**src/rtl/branch_resolve.sv**
```systemverilog
// EX-stage branch/jump resolver: registered PC redirect, pipeline flushes and perf counters.
// Optional 2-bit branch history table enabled by defining BRANCH_PRED_EN.
module branch_resolve #(
   parameter int BHT_DEPTH = 16
) (
   input  logic        cpu_clk,
   input  logic        cpu_rst,
   input  logic        ex_valid,
   input  logic        ex_is_branch,
   input  logic        ex_is_jal,
   input  logic        ex_is_jalr,
   input  logic [31:0] ex_pc,
   input  logic [31:0] ex_imm,
   input  logic [31:0] ex_rs1,
   input  logic        alu_f,
   input  logic        ex_pred_taken,
   input  logic        stall,
   input  logic [31:0] if_pc,
   output logic        if_pred_taken,
   output logic        redirect_valid,
   output logic [31:0] redirect_pc,
   output logic        flush_if_id,
   output logic        flush_id_ex,
   output logic        flush_ex_mem,
   output logic [31:0] br_cnt,
   output logic [31:0] mis_cnt
);

   typedef enum logic {
      IDLE,
      REDIRECT
   } state_t;

   state_t      state;
   logic        flush;
   logic        resolve;
   logic        is_cond;
   logic        pred_eff;
   logic        need_redirect;
   logic [31:0] next_pc;
   logic [31:0] br_target;
   logic [31:0] jalr_target;
   logic [31:0] fall_pc;

   assign resolve     = ex_valid & ~stall & (state == IDLE);
   assign is_cond     = ex_is_branch & ~ex_is_jal & ~ex_is_jalr;
   assign br_target   = ex_pc + ex_imm;
   assign jalr_target = (ex_rs1 + ex_imm) & ~32'h1;
   assign fall_pc     = ex_pc + 32'd4;

   always_comb begin
      need_redirect = 1'b0;
      next_pc       = br_target;
      if (ex_is_jal) begin
         need_redirect = 1'b1;
      end else if (ex_is_jalr) begin
         need_redirect = 1'b1;
         next_pc       = jalr_target;
      end else if (ex_is_branch) begin
         if (alu_f && !pred_eff) begin
            need_redirect = 1'b1;
         end else if (!alu_f && pred_eff) begin
            need_redirect = 1'b1;
            next_pc       = fall_pc;
         end
      end
   end

   // NOTE: all state below updates with non-blocking assignments so every register samples pre-edge values.
   always_ff @(posedge cpu_clk) begin
      if (cpu_rst) begin
         state          <= IDLE;
         redirect_valid <= 1'b0;
         redirect_pc    <= 32'h0;
         flush          <= 1'b0;
         br_cnt         <= 32'h0;
         mis_cnt        <= 32'h0;
      end else begin
         case (state)
            IDLE: begin
               if (resolve) begin
                  if (is_cond) begin
                     br_cnt <= br_cnt + 32'd1;
                  end
                  if (need_redirect) begin
                     state          <= REDIRECT;
                     redirect_valid <= 1'b1;
                     redirect_pc    <= next_pc;
                     flush          <= 1'b1;
                     if (is_cond) begin
                        mis_cnt <= mis_cnt + 32'd1;
                     end
                  end
               end
            end
            REDIRECT: begin
               // The EX instruction is wrong-path here; hold outputs until the stall releases.
               if (!stall) begin
                  state          <= IDLE;
                  redirect_valid <= 1'b0;
                  redirect_pc    <= 32'h0;
                  flush          <= 1'b0;
               end
            end
            default: state <= IDLE;
         endcase
      end
   end

   assign flush_if_id  = flush;
   assign flush_id_ex  = flush;
   assign flush_ex_mem = flush;

`ifdef BRANCH_PRED_EN
   localparam int IDX_W = $clog2(BHT_DEPTH);

   logic [1:0]       bht [BHT_DEPTH];
   logic [IDX_W-1:0] ex_idx;
   logic [IDX_W-1:0] if_idx;

   assign ex_idx        = ex_pc[IDX_W+1:2];
   assign if_idx        = if_pc[IDX_W+1:2];
   assign if_pred_taken = bht[if_idx][1];
   assign pred_eff      = ex_pred_taken;

   // NOTE: the table is small and must come up weakly not-taken, so every entry is reset explicitly.
   always_ff @(posedge cpu_clk) begin
      if (cpu_rst) begin
         for (int i = 0; i < BHT_DEPTH; i++) begin
            bht[i] <= 2'b01;
         end
      end else if (resolve && is_cond) begin
         if (alu_f && bht[ex_idx] != 2'b11) begin
            bht[ex_idx] <= bht[ex_idx] + 2'd1;
         end else if (!alu_f && bht[ex_idx] != 2'b00) begin
            bht[ex_idx] <= bht[ex_idx] - 2'd1;
         end
      end
   end
`else
   logic unused_pred;

   assign unused_pred   = ^{if_pc, ex_pred_taken};
   assign if_pred_taken = 1'b0;
   assign pred_eff      = 1'b0;
`endif

endmodule

```
**config.mk**
```make
export PLATFORM = sky130hd
export DESIGN_NAME = branch_resolve
export DESIGN_NICKNAME = d
export VERILOG_FILES = /design/src/rtl/branch_resolve.sv
export SDC_FILE = /design/constraint.sdc
export NUM_CORES = 1
export LEC_CHECK = 0
export ABC_AREA = 1
export CAP_MARGIN = 10
export CORE_MARGIN = 1
export CORE_UTILIZATION = 46
export DETAILED_ROUTE_END_ITERATION = 8
export PLACE_DENSITY = 0.78
export SETUP_SLACK_MARGIN = 0.05
export SYNTH_ARGS = -nofsm -noshare
export SYNTH_HDL_FRONTEND = slang
export SYNTH_SLANG_ARGS = --single-unit
```
**constraint.sdc**
```tcl
create_clock -name cpu_clk -period 1.8 [get_ports cpu_clk]
set_input_delay 0.36 -clock cpu_clk [delete_from_list [all_inputs] [get_ports cpu_clk]]
set_output_delay 0.36 -clock cpu_clk [all_outputs]
set_load 0.03 [all_outputs]
```
**Yosys cells after proc, flatten, opt, wreduce, memory -nomap -nowiden**

Index checks and enable logic that the tools add are counted.

- Shift operators: 0
- Reductions and logical operators: 3
- Order comparisons: 0
- $add $sub $neg: 4
- Multiplexer cells: 18
- Bitwise logic cells: 8
- Div/mod/pow operators: 0
- Equality and inequality tests: 3
- Multiply operators: 0

Operators with widths:

| operator | number |
|---|---|
| two-way mux 32 bit | 5 |
| adder 32 x 1 -> 32 bit, second input constant | 2 |
| adder 32 bit | 2 |
| case mux 32 bit (2 select lines) | 1 |
| two-way mux 1 bit | 10 |
| != test 2 bit, second input constant | 3 |
| AND reduction 3 bit | 2 |
| AND 1 bit | 4 |
| inverter 1 bit | 4 |
| case mux 1 bit (2 select lines) | 2 |
| AND reduction 4 bit | 1 |

- Word-level logic and storage cells: 41
- Memory bits (read-only): 0
- Bits in latches: 0
- Bits in writable memories: 0
- Memories: 0
- Register bits: 98

**Depth between registers and ports, before layout**

Gate-level depths: netlist of run 1.

- Word-level depth: 7
- Mapped depth: 16

**Worst setup path before layout of run 1**

No wires, ideal clock.

- Path type: reg2reg
- Start: register br_cnt[1]
- End: register br_cnt[24]
- Buffers on the path: 0
- Cell stages (with the launch flop): 10
- Required time: 1672 ps
- Arrival time: 1775 ps
- Period minus slack after synthesis: 1902 ps
- Library setup time: 128 ps
- Setup slack: -102 ps
- Cells stage by stage: dfxtp_1 ha_1 nand3_1 nor3_1 nand3_1 nor4_2 nand2_1 nor2_1 xnor2_1 nor2_1

- Longest elaborated chain between the ends: 1

Ends and longest elaborated chain:

| element | RTL line | RTL |
|---|---|---|
| start, declared | 25 | `output logic [31:0] br_cnt,` |
| start signal, assigned | 83 | `br_cnt <= br_cnt + 32'd1;` |
| adder 32 x 1 -> 32 bit | 83 |  |

No other way between the ends.
A chain may end at the register's enable or synchronous reset.

**Worst setup path in the final report of run 1**

- Start: register br_cnt[0]
- End: register br_cnt[24]

The elaborated chain is that of the path after synthesis.

==> results of run 1 <==
[report_power, final]
part / switching (mW) / internal [mW]
Combinational: 2.31 / 1.73
Clock: 0.922 / 0.983
Sequential: 0.0371 / 2.21
[layer usage]
layer / vias up / part of all wire
met1: 6140 / 0.37
met4: 2 / 0.068
met3: 268 / 0.079
met2: 827 / 0.48
met5: - / 0.00030
li1: 6236 / -
[Yosys cell counts]
cell type,instances
nor4_1,7
nand3b_1,8
nor2_8,2
nor3_2,4
nand2_4,1
nand3b_2,1
nand4_2,1
conb_1,1
dfxtp_1,98
nor2_2,5
o22ai_1,3
xnor2_1,23
buf_2,1
fa_1,2
nand3_2,3
nor4_2,1
nand4_1,23
nand2_2,3
o21bai_1,5
nor3_1,41
nor2_1,153
a21o_1,3
nand3_1,109
or2_0,1
o21ai_0,38
clkinv_1,1
buf_4,4
xor2_1,23
nor4_4,1
a41oi_1,1
o21a_1,5
ha_1,63
clkbuf_1,23
and2_1,2
inv_4,1
inv_1,297
nand2_1,637
a21oi_1,113
or2_2,8
nor3_4,1
inv_2,2
a31oi_1,2
nor2_4,3
a211oi_1,1
[layout make-up]
| class | count | share of cell area |
|---|---|---|
| antenna | 1 | 0.0001514 |
| clock buffer | 11 | 0.01469 |
| clock inverter | 5 | 0.002423 |
| inverter | 301 | 0.06913 |
| multi-input combinational | 1298 | 0.5566 |
| sequential | 98 | 0.1210 |
| tap | 270 | 0.02044 |
| timing repair buffer | 437 | 0.2156 |
[stage by stage]
step / worst slack [ns] / cell area [um^2] / utilization
5_1_grt: -0.1569 / 16530 / 0.8089
4_1_cts: 0.04016 / 15150 / 0.7417
2_1_floorplan: 0.01897 / 9978 / -
6_report: -0.02930 / 16530 / 0.8089
3_3_place_gp: -0.8018 / 13680 / 0.6696
3_5_place_dp: -0.8206 / 13680 / 0.6696
[sequential cells by signal (all words and copies together) (netlist names)]
register      count
redirect_pc      32
flush_ex_mem      1
mis_cnt          32
br_cnt           32
state             1
[path summary, 6_finish.rpt]
check / from / slack [ns] / to
hold / removal: stall / 0.44 / state
setup reg to reg: br_cnt[0] / -0.03 / br_cnt[24]
setup / recovery: br_cnt[0] / -0.03 / br_cnt[24]
hold reg to reg: redirect_pc[0] / 0.46 / redirect_pc[0]
[layout by cell type, fill, tap and decap left out, drive strengths merged, types with 48 or more instances in the layout]
master       synthesis  routed
a21oi              113     113
buf                  5     257
clkbuf              23      48
dfxtp               98      98
dlygate4sd2          0     105
ha                  63      63
inv                300     300
nand2              641     641
nand3              112     112
nor2               163     163
[cell families after synthesis]
family | Yosys count
other | 1
buffers and inverters | 329
adder cells (fa/ha/maj) | 65
AO/OA/AOI/OAI | 171
XOR/XNOR | 46
AND/OR/NAND/NOR | 1015
flip-flops | 98
[worst max-delay path: cells and delay by family, from the launching register on]
kind          cells  cell delay (ns)
simple gates      7             1.05
flops             1             0.38
fa+ha+maj         1             0.16
xor+xnor          1             0.13
[what timing repair did]
| item | 4_1_cts | 5_1_grt |
|---|---|---|
| pin swaps | 119 | 227 |
| setup endpoints to repair | 144 | 77 |
| gates resized for setup | 497 | 492 |
| buffers inserted | 24 | 21 |
==> impl_metrics.py, run 1 <==
metrics = {
    "sta": {
        "setup_viol": 2,
        "timing.final.crit_period_ns": 1.829,
        "rsz0062_at_grt": "yes",
        "fin_ws_ns": -0.02930,
        "fin_skew_ns": 0.009313,
        "fin_setup_tns_ns": -0.03492,
        "fin_crit_sh": 1.016,
        "fmax_mhz": 546.7,
        "hold_slack_ns": 0.4405,
        "finalMaxSlewViolations": 0,
        "final_hold_viol_count": 0,
    },
    "floorplan": {
        "io_pins": 238,
        "rows": 52,
        "die_area_um2": 21590,
        "die_x_um": 146.9,
        "die_height_um": 146.9,
        "start_util": 0.4730,
        "coreArea_um2": 20430,
    },
    "logic_synthesis": {
        "ys_seq_elements": 98,
        "syn_avg_cell_area_um2": 5.602,
        "synth.top_cells.by_area": "nand2_1 (25%), dfxtp_1 (20%), inv_1 (12%)",
        "synth_xor_area_frac": 0.04169,
        "synthAdderAreaFrac": 0.08572,
        "synth.distinct_cells": 44,
        "synthCells": 1725,
        "synth-compound-area-share": 0.09323,
        "seq_area_frac_synth": 0.2030,
        "yosys.area.top_type": "nand2_1",
        "muxShareOfSynthArea": 0,
        "synth_nets": 1927,
        "synthesis.area_um2": 9663,
        "synthSimpleGateAreaFrac": 0.4462,
        "synth_top_cell_area_share": 0.2474,
        "yosysWarnings": 0,
        "synth_top_family_by_area": "simple AND/OR/NAND/NOR gates",
    },
    "clock_network": {
        "clk_latency_ns": 0.36,
        "clockBufferDepth": 2,
        "htreeDepth": 3,
        "clkSlewWorstSetupHoldPaths_ns": 0.08,
        "cts-root-buf": "clkbuf_16",
        "clkSinkCount": 98,
        "cts_tree": "done",
        "cts_buffers": 9,
        "ctsHoldBuffers": 0,
    },
    "layout": {
        "nets": 2347,
        "syn2layout_area_growth_pct": 71.02,
        "final_layout_size_suffix_gt1_frac": 0.3995,
        "fillers": 1362,
        "fin_cells": 2421,
        "multi_input_area_um2": 9198,
        "layout.area.seq_um2": 1999,
    },
    "power": {
        "power.density_nw_per_um2": 495.5,
        "ir_worst_vdd_uv": 500.9,
        "total_power_mw": 8.188,
        "leakagePower_nw": 8.368,
    },
    "global_routing": {
        "grt_overflow_total": 0,
        "grt_use_met2": 0.5931,
        "antenna_found_initial": 2,
        "grt_pass1_wl_um": 59890,
        "grtUsageMet1": 0.4169,
        "gr-usage-all-layers": 0.3440,
        "use_met3": 0.04689,
        "top_usage_layer": "met2",
        "grt_pass1_vias": 12220,
        "grt_max_degree": 35,
    },
    "run": {
        "maxCapViolCount": 0,
    },
    "route": {
        "routed_via_density": 5.565,
        "drt-total-wl_um": 42720,
        "ant_nets": 0,
        "vias": 13470,
        "drc": 0,
        "drt_first_pass_iters": 5,
        "wl_per_cell_um": 17.65,
        "detail_route.iter0.violations": 1017,
    },
    "critical_path": {
        "r2r_cells": 9,
        "crit_path_max_fanout": 4,
        "crit_type": "reg -> reg",
        "cpMaxStageDelayCell": "dfxtp_4",
        "cpPeakStageDelay_ns": 0.38,
        "crit_path_end_kind": "flip-flop",
        "critPathMostFrequentCell": "nand3_4",
        "start_kind": "flip-flop",
        "critPathRequiredTime_ns": 2.05,
        "cp.arrival_ns": 2.08,
        "crit_chain": "ha_4 -> nand3_4 -> nor3_4 -> nand3_4 -> nor4_4 -> nand2_1 -> nor2_2 -> xnor2_1 -> nor2_1",
    },
    "status": {
        "failed_checks": "negative setup slack",
        "outcome": "finished, violations left",
    },
    "worst_hold_path": {
        "whs_path_depth": 3,
        "hold_class": "in -> reg",
    },
    "place": {
        "dp_hpwl_um": 28360,
        "dp.cells": 2359,
        "gpl.final_weighted_congestion": 1.005,
        "io_buffer_count": 203,
    },
}
Power figures use the tool's default switching activity.
==> run 2: changes to the inputs <==
--- a/config.mk
+++ b/config.mk
@@ -6,7 +6,7 @@
 export NUM_CORES = 1
 export LEC_CHECK = 0
 export ABC_AREA = 1
-export CAP_MARGIN = 10
+export CAP_MARGIN = 25
 export CORE_MARGIN = 1
 export CORE_UTILIZATION = 46
 export DETAILED_ROUTE_END_ITERATION = 8
==> results of run 2 <==
The final DEF is identical to that of run 1; final timing and power are the same.
